[config.mk]
export PLATFORM = sky130hd
export DESIGN_NAME = mul_seq_ctrl
export DESIGN_NICKNAME = d
export VERILOG_FILES = /design/src/rtl/alu_ctrl_pkg.sv /design/src/rtl/mul_shift_add_dp.sv /design/src/rtl/mul_seq_ctrl.sv
export SDC_FILE = /design/constraint.sdc
export NUM_CORES = 1
export LEC_CHECK = 0
export ABC_AREA = 1
export BUFFER_PORTS_ARGS = -buffer_cell sky130_fd_sc_hd__buf_2
export CELL_PAD_IN_SITES_DETAIL_PLACEMENT = 1
export CELL_PAD_IN_SITES_GLOBAL_PLACEMENT = 2
export CORE_ASPECT_RATIO = 0.9
export CORE_MARGIN = 4
export CORE_UTILIZATION = 35
export DETAILED_ROUTE_END_ITERATION = 16
export PLACE_DENSITY_LB_ADDON = 0.12
export SKIP_LAST_GASP = 1
export SLEW_MARGIN = 15
export SYNTH_ARGS = -nofsm -noshare
export SYNTH_HDL_FRONTEND = slang
export SYNTH_HIERARCHICAL = 1
export SYNTH_SLANG_ARGS = --single-unit
[constraint.sdc]
create_clock -name clk_i -period 5.1 [get_ports clk_i]
set_input_delay 0.765 -clock clk_i [delete_from_list [all_inputs] [get_ports clk_i]]
set_output_delay 0.765 -clock clk_i [all_outputs]
set_load 0.01 [all_outputs]
[src/rtl/alu_ctrl_pkg.sv]
`default_nettype none
// ============================================================================
// Module      : alu_ctrl_pkg
// Description : Shared EX-stage definitions.
//               - 4-bit ALU control codes.
//               - State encoding for the multi-cycle multiply sequencer.
// Revision    : 1.0  initial release
// ============================================================================
package alu_ctrl_pkg;

    // ALU control codes driven by the ID-stage decoder
    localparam logic [3:0] c_ALU_AND  = 4'b0000;
    localparam logic [3:0] c_ALU_OR   = 4'b0001;
    localparam logic [3:0] c_ALU_ADD  = 4'b0010;
    localparam logic [3:0] c_ALU_MUL  = 4'b0011;
    localparam logic [3:0] c_ALU_SUB  = 4'b0110;
    localparam logic [3:0] c_ALU_SLT  = 4'b0111;
    localparam logic [3:0] c_ALU_ADDI = 4'b1010;
    localparam logic [3:0] c_ALU_BEQ  = 4'b1110;
    localparam logic [3:0] c_ALU_SLTI = 4'b1111;

    // Multiply sequencer state encoding
    localparam logic [1:0] c_ST_IDLE = 2'd0;
    localparam logic [1:0] c_ST_RUN  = 2'd1;
    localparam logic [1:0] c_ST_DONE = 2'd2;

    typedef enum logic [1:0] {
        ST_IDLE = c_ST_IDLE,
        ST_RUN  = c_ST_RUN,
        ST_DONE = c_ST_DONE
    } mul_state_t;

endpackage
`default_nettype wire

[src/rtl/mul_shift_add_dp.sv]
`default_nettype none
// ============================================================================
// Module      : mul_shift_add_dp
// Description : Shift-add multiply datapath. Holds the accumulator,
//               multiplicand, multiplier and iteration counter. One
//               iteration per cycle while i_step is high.
// Ports       : clk, rst        clock, asynchronous active-high reset
//               i_load          latch operands, zero acc/cnt
//               i_step          perform one shift-add iteration
//               i_clear         zero all working registers
//               i_src1/i_src2   multiplicand / multiplier
//               o_acc_nxt       accumulator value after the current step
//               o_last          current step is the final iteration
// Config      : MUL_EARLY_EXIT_EN - also finish once the remaining
//               multiplier bits are all zero.
// Revision    : 1.0  initial release
// ============================================================================
module mul_shift_add_dp #(
    parameter int WIDTH = 32
) (
    input  logic             clk,
    input  logic             rst,
    input  logic             i_load,
    input  logic             i_step,
    input  logic             i_clear,
    input  logic [WIDTH-1:0] i_src1,
    input  logic [WIDTH-1:0] i_src2,
    output logic [WIDTH-1:0] o_acc_nxt,
    output logic             o_last
);

    localparam int              c_CW       = (WIDTH > 1) ? $clog2(WIDTH) : 1;
    localparam logic [c_CW-1:0] c_CNT_LAST = c_CW'(WIDTH - 1);

    logic [WIDTH-1:0] r_acc;
    logic [WIDTH-1:0] r_mcand;
    logic [WIDTH-1:0] r_mplier;
    logic [c_CW-1:0]  r_cnt;
    logic             w_cnt_last;

    // Additions wrap naturally: only the low WIDTH product bits are kept
    assign o_acc_nxt  = r_mplier[0] ? (r_acc + r_mcand) : r_acc;
    assign w_cnt_last = (r_cnt == c_CNT_LAST);

`ifdef MUL_EARLY_EXIT_EN
    // Once the bits still to be consumed are zero, further iterations
    // cannot change the accumulator.
    assign o_last = w_cnt_last || ((r_mplier >> 1) == '0);
`else
    assign o_last = w_cnt_last;
`endif

    always_ff @(posedge clk or posedge rst) begin
        if (rst) begin
            r_acc    <= '0;
            r_mcand  <= '0;
            r_mplier <= '0;
            r_cnt    <= '0;
        end else if (i_load) begin
            r_acc    <= '0;
            r_mcand  <= i_src1;
            r_mplier <= i_src2;
            r_cnt    <= '0;
        end else if (i_clear) begin
            r_acc    <= '0;
            r_mcand  <= '0;
            r_mplier <= '0;
            r_cnt    <= '0;
        end else if (i_step) begin
            r_acc    <= o_acc_nxt;
            r_mcand  <= r_mcand << 1;
            r_mplier <= r_mplier >> 1;
            r_cnt    <= r_cnt + c_CW'(1);
        end
    end

endmodule
`default_nettype wire

[src/rtl/mul_seq_ctrl.sv]
`default_nettype none
// ============================================================================
// Module      : mul_seq_ctrl
// Description : EX-stage multi-cycle multiply sequencer. Accepts the MUL
//               ALU code from IDLE, stalls the pipeline while the
//               shift-add datapath iterates, then presents the low WIDTH
//               product bits with a one-cycle done strobe. Other ALU
//               codes pass through without stalling.
// Ports       : clk_i, rst_i    clock, asynchronous active-high reset
//               ALUCtrl_i       ALU control code of the EX instruction
//               valid_i         EX instruction is valid
//               flush_i         EX instruction is squashed
//               src1_i/src2_i   multiplicand / multiplier
//               stall_o         hold IF/ID/EX pipeline registers
//               busy_o          sequencer not idle
//               done_o          result_o valid (one-cycle pulse)
//               result_o        product, low WIDTH bits
// Config      : MUL_EARLY_EXIT_EN - finish early when the remaining
//               multiplier bits are zero (handled in the datapath).
// Revision    : 1.0  initial release
// ============================================================================
module mul_seq_ctrl
    import alu_ctrl_pkg::*;
#(
    parameter int WIDTH = 32
) (
    input  logic             clk_i,
    input  logic             rst_i,
    input  logic [3:0]       ALUCtrl_i,
    input  logic             valid_i,
    input  logic             flush_i,
    input  logic [WIDTH-1:0] src1_i,
    input  logic [WIDTH-1:0] src2_i,
    output logic             stall_o,
    output logic             busy_o,
    output logic             done_o,
    output logic [WIDTH-1:0] result_o
);

    mul_state_t       r_state;
    mul_state_t       w_state_nxt;
    logic             w_req;
    logic             w_load;
    logic             w_step;
    logic             w_clear;
    logic             w_res_load;
    logic             w_last;
    logic [WIDTH-1:0] w_acc_nxt;
    logic [WIDTH-1:0] r_result;

    assign w_req = valid_i && (ALUCtrl_i == c_ALU_MUL) && !flush_i;

    mul_shift_add_dp #(
        .WIDTH (WIDTH)
    ) u_dp (
        .clk       (clk_i),
        .rst       (rst_i),
        .i_load    (w_load),
        .i_step    (w_step),
        .i_clear   (w_clear),
        .i_src1    (src1_i),
        .i_src2    (src2_i),
        .o_acc_nxt (w_acc_nxt),
        .o_last    (w_last)
    );

    always_ff @(posedge clk_i or posedge rst_i) begin
        if (rst_i) begin
            r_state <= ST_IDLE;
        end else begin
            r_state <= w_state_nxt;
        end
    end

    always_comb begin
        w_state_nxt = r_state;
        w_load      = 1'b0;
        w_step      = 1'b0;
        w_clear     = 1'b0;
        w_res_load  = 1'b0;
        case (r_state)
            ST_IDLE: begin
                // Only IDLE accepts work, so the instruction still held in
                // EX during DONE is never restarted.
                if (w_req) begin
                    w_state_nxt = ST_RUN;
                    w_load      = 1'b1;
                end
            end
            ST_RUN: begin
                if (flush_i) begin
                    w_state_nxt = ST_IDLE;
                    w_clear     = 1'b1;
                end else begin
                    w_step = 1'b1;
                    if (w_last) begin
                        // Capture the accumulator including this final step
                        w_state_nxt = ST_DONE;
                        w_res_load  = 1'b1;
                    end
                end
            end
            ST_DONE: begin
                w_state_nxt = ST_IDLE;
                w_clear     = 1'b1;
            end
            default: begin
                w_state_nxt = ST_IDLE;
                w_clear     = 1'b1;
            end
        endcase
    end

    always_ff @(posedge clk_i or posedge rst_i) begin
        if (rst_i) begin
            r_result <= '0;
        end else if (w_res_load) begin
            r_result <= w_acc_nxt;
        end
    end

    // Reset is included so stall drops immediately even when a MUL is
    // still presented while reset is asserted.
    assign stall_o  = !rst_i && !flush_i &&
                      (((r_state == ST_IDLE) && w_req) || (r_state == ST_RUN));
    assign busy_o   = (r_state != ST_IDLE);
    assign done_o   = (r_state == ST_DONE);
    assign result_o = r_result;

endmodule
`default_nettype wire

==> flow_summary.json <==
{
  "status": "finished clean",
  "worstHoldPathCells": 2,
  "synthFlopType": "dfrtp_1",
  "min_to": "result_o[28]",
  "syn_inst": 1287,
  "core_um2": 24390,
  "detailroute.via_count": 8179,
  "cts_root_buf": "clkbuf_16",
  "cp-start-kind": "input port",
  "synth.yosys.seq_area_share": 0.3876,
  "place_area_um2": 9523,
  "grt_pass1_wl_mm": 44.48,
  "p_leak_nw": 5.624,
  "die-area_um2": 27490,
  "numCtsBuffers": 17,
  "slew_violations": 0,
  "drt_iter0_drc": 356,
  "fmax_mhz": 328.6,
  "hold_class": "reg2reg",
  "syn2layout_area_growth_pct": 16.18,
  "cts_tree": "built",
  "die_h_um": 157.7,
  "ant_nets": 0,
  "power.density_nw_per_um2": 467.7,
  "vias_per_cell": 4.741,
  "path_clk_slew_ps": 80,
  "ctsHoldBuffers": 0,
  "worst_pin_slew_ps": 1057,
  "drive_above_1_share": 0.1368,
  "num_io_pins": 107,
  "drv_cap": 0,
  "synth-seq-cells": 135,
  "skew_ps": 11.90,
  "htreeDepth": 4,
  "cts_setup_buffers": 0,
  "placementRows": 54,
  "worstHoldStart": "result_o[28]",
  "rsz0062_at_grt": "no",
  "cpPeakStageDelay_ps": 880,
  "clk-insertion-delay-late_ps": 430,
  "p_total_mw": 4.736,
  "r2r-end": "u_dp/r_mplier[20]",
  "finalSetupViolCount": 0,
  "gr-total-overflow": 0,
  "syn_avg_cell_area_um2": 6.772,
  "numPortBuffers": 106,
  "post_cts_resized": 0,
  "antenna_found_initial": 0,
  "dp_hpwl_mm": 20.05,
  "gp_congestion": 0.8329,
  "cts.sinks": 135,
  "ir_worst_vdd_uv": 205.3,
  "worstPathRequired_ps": 5440,
  "drc": 0,
  "synth-warning-count": 6,
  "clock_path_buffers": 2,
  "syn_area_um2": 8716,
  "crit_start": "valid_i",
  "first_pass_iters": 4,
  "fin_area_um2": 10130,
  "arrival_ps": 3380,
  "die_w_um": 174.3,
  "setup_tns_ps": 0,
  "fin_nets": 1482,
  "crit_type": "in2reg",
  "r2r_start": "r_state[1]",
  "crit_chain": "buf_2, nand2_1, inv_1, nand3_1, nor2_4, nor2_4, inv_2, nor2_2, inv_2, o221ai_1",
  "worst-r2r-cell-count": 7,
  "hold_violations": 0,
  "start_util": 0.3573,
  "synthesis.nets": 1393,
  "cp-end-kind": "flop",
  "regArea_um2": 3378,
  "antennaDiodeCount": 0,
  "grt_pass1_vias": 8466,
  "wl_per_cell_um": 15.65,
  "finalCritPeriodShare": 0.5968,
  "multi_input_area_um2": 4319,
  "crit_path_max_fanout": 34,
  "grt_max_degree": 71,
  "cp_slowest_cell": "nor2_2",
  "grtUsageTotal": 0.2023,
  "period_needed_ps": 3044,
  "synth_edf_count": 0,
  "ys_types": 38,
  "post-route-util": 0.4152,
  "slew_headroom": 0.2946,
  "synth-async-reset-ratio": 1.000,
  "routed_wl_mm": 27.00,
  "fill_cells": 3153,
  "reg2reg_slack_ps": 2080
}
## worst max-delay path, delay by kind of cell
kind | cells | cell delay (ps)
simple gates | 5 | 1470
buf+inv | 4 | 850
compound gates | 1 | 270
## cell usage after synthesis (2+ instances only)
cell type  number  area share
nand2_1       508        0.22
inv_1         207       0.089
dfrtp_1       135        0.39
o21ai_0       101       0.058
nand3_1        59       0.034
nor2_1         47       0.020
ha_1           33       0.047
a21oi_1        26       0.015
clkbuf_1       18      0.0078
buf_2          16      0.0092
and2_1         14       0.010
or2_2          11      0.0079
nand2_2        10      0.0072
o21ai_1        10      0.0057
o221ai_1       10       0.010
xnor2_1         9      0.0090
nor3_1          8      0.0046
nand3_2         7      0.0080
o211ai_1        7      0.0060
inv_2           6      0.0026
xor2_1          6      0.0060
o21a_1          5      0.0043
buf_6           4      0.0052
o22ai_1         4      0.0029
a21boi_0        3      0.0026
buf_1           3      0.0013
buf_4           3      0.0026
nor2_2          3      0.0022
a22o_1          2      0.0020
nor2_4          2      0.0026
o21ai_2         2      0.0020
o21bai_1        2      0.0017
## placed cells by master, fill, tap and decap left out, drive strengths merged, types with 6 or more instances in the layout
master / netlist / final
o21ai: 113 / 113
nand3: 66 / 66
and2: 14 / 14
xor2: 6 / 6
dfrtp: 135 / 135
buf: 26 / 114
clkbuf: 18 / 17
or2: 12 / 12
xnor2: 9 / 9
a21oi: 26 / 26
nor3: 9 / 9
inv: 213 / 222
ha: 33 / 33
nand2: 518 / 518
nor2: 52 / 52
o221ai: 10 / 10
o211ai: 7 / 7
## layout make-up
| cell class | instances | area share |
|---|---|---|
| Inverter | 213 | 0.07920 |
| Timing Repair Buffer | 114 | 0.05956 |
| Clock inverter | 15 | 0.01755 |
| Multi-Input combinational cell | 895 | 0.4265 |
| Tap cell | 336 | 0.04152 |
| Clock buffer | 17 | 0.04201 |
| Sequential cell | 135 | 0.3336 |
## stage by stage
step	setup WS (ps)	hold WS (ps)	std cells
after floorplan	1688	461.7	1287
after global placement	1629	458.0	1693
after detailed placement	1515	459.7	1693
after CTS	1985	479.3	1725
after global routing	1737	502.3	1725
final	2056	471.7	1725
## report_power, final
group	leakage [nW]	total (mW)	switching, mW	internal (mW)
sequential	1.76	1.51	0.190	1.32
clock	0.291	1.27	0.604	0.666
combinational	3.57	1.95	1.26	0.694
## routing by layer
metal | vias to the layer above | GRT usage | part of all wire
met5 | - | 0 | 0
met4 | 0 | 0.04033 | 0.0089
met3 | 14 | 0.02865 | 0.027
met2 | 93 | 0.3445 | 0.47
met1 | 3924 | 0.2780 | 0.50
li1 | 4148 | - | -
## sequential cells by signal, indices dropped and copies added (netlist names)
| name | count |
|---|---|
| r_state | 2 |
| result_o | 32 |
| u_dp/r_cnt | 5 |
| u_dp/r_acc | 32 |
| u_dp/r_mcand | 32 |
| u_dp/r_mplier | 32 |
## worst max path at each step
stage,slack (ps),end
2_1_floorplan,1690,u_dp/r_acc[0]
3_3_place_gp,1630,u_dp/r_mplier[16]
3_5_place_dp,1510,u_dp/r_mplier[22]
4_1_cts,1990,u_dp/r_mplier[16]
5_1_grt,1740,u_dp/r_mplier[16]
6_report,2060,u_dp/r_mplier[20]
## cells by family (layout without fill, tap and decap cells)
logic type	count (synthesis)	in the layout	synth area share
XOR/XNOR	15	15	0.01507
AO/OA/AOI/OAI	174	174	0.1120
flip-flops	135	135	0.3876
buffers and inverters	257	359	0.1177
AND/OR/NAND/NOR	672	672	0.3180
adder cells (fa/ha/maj)	34	34	0.04967
(Power assumes the default switching activity.)
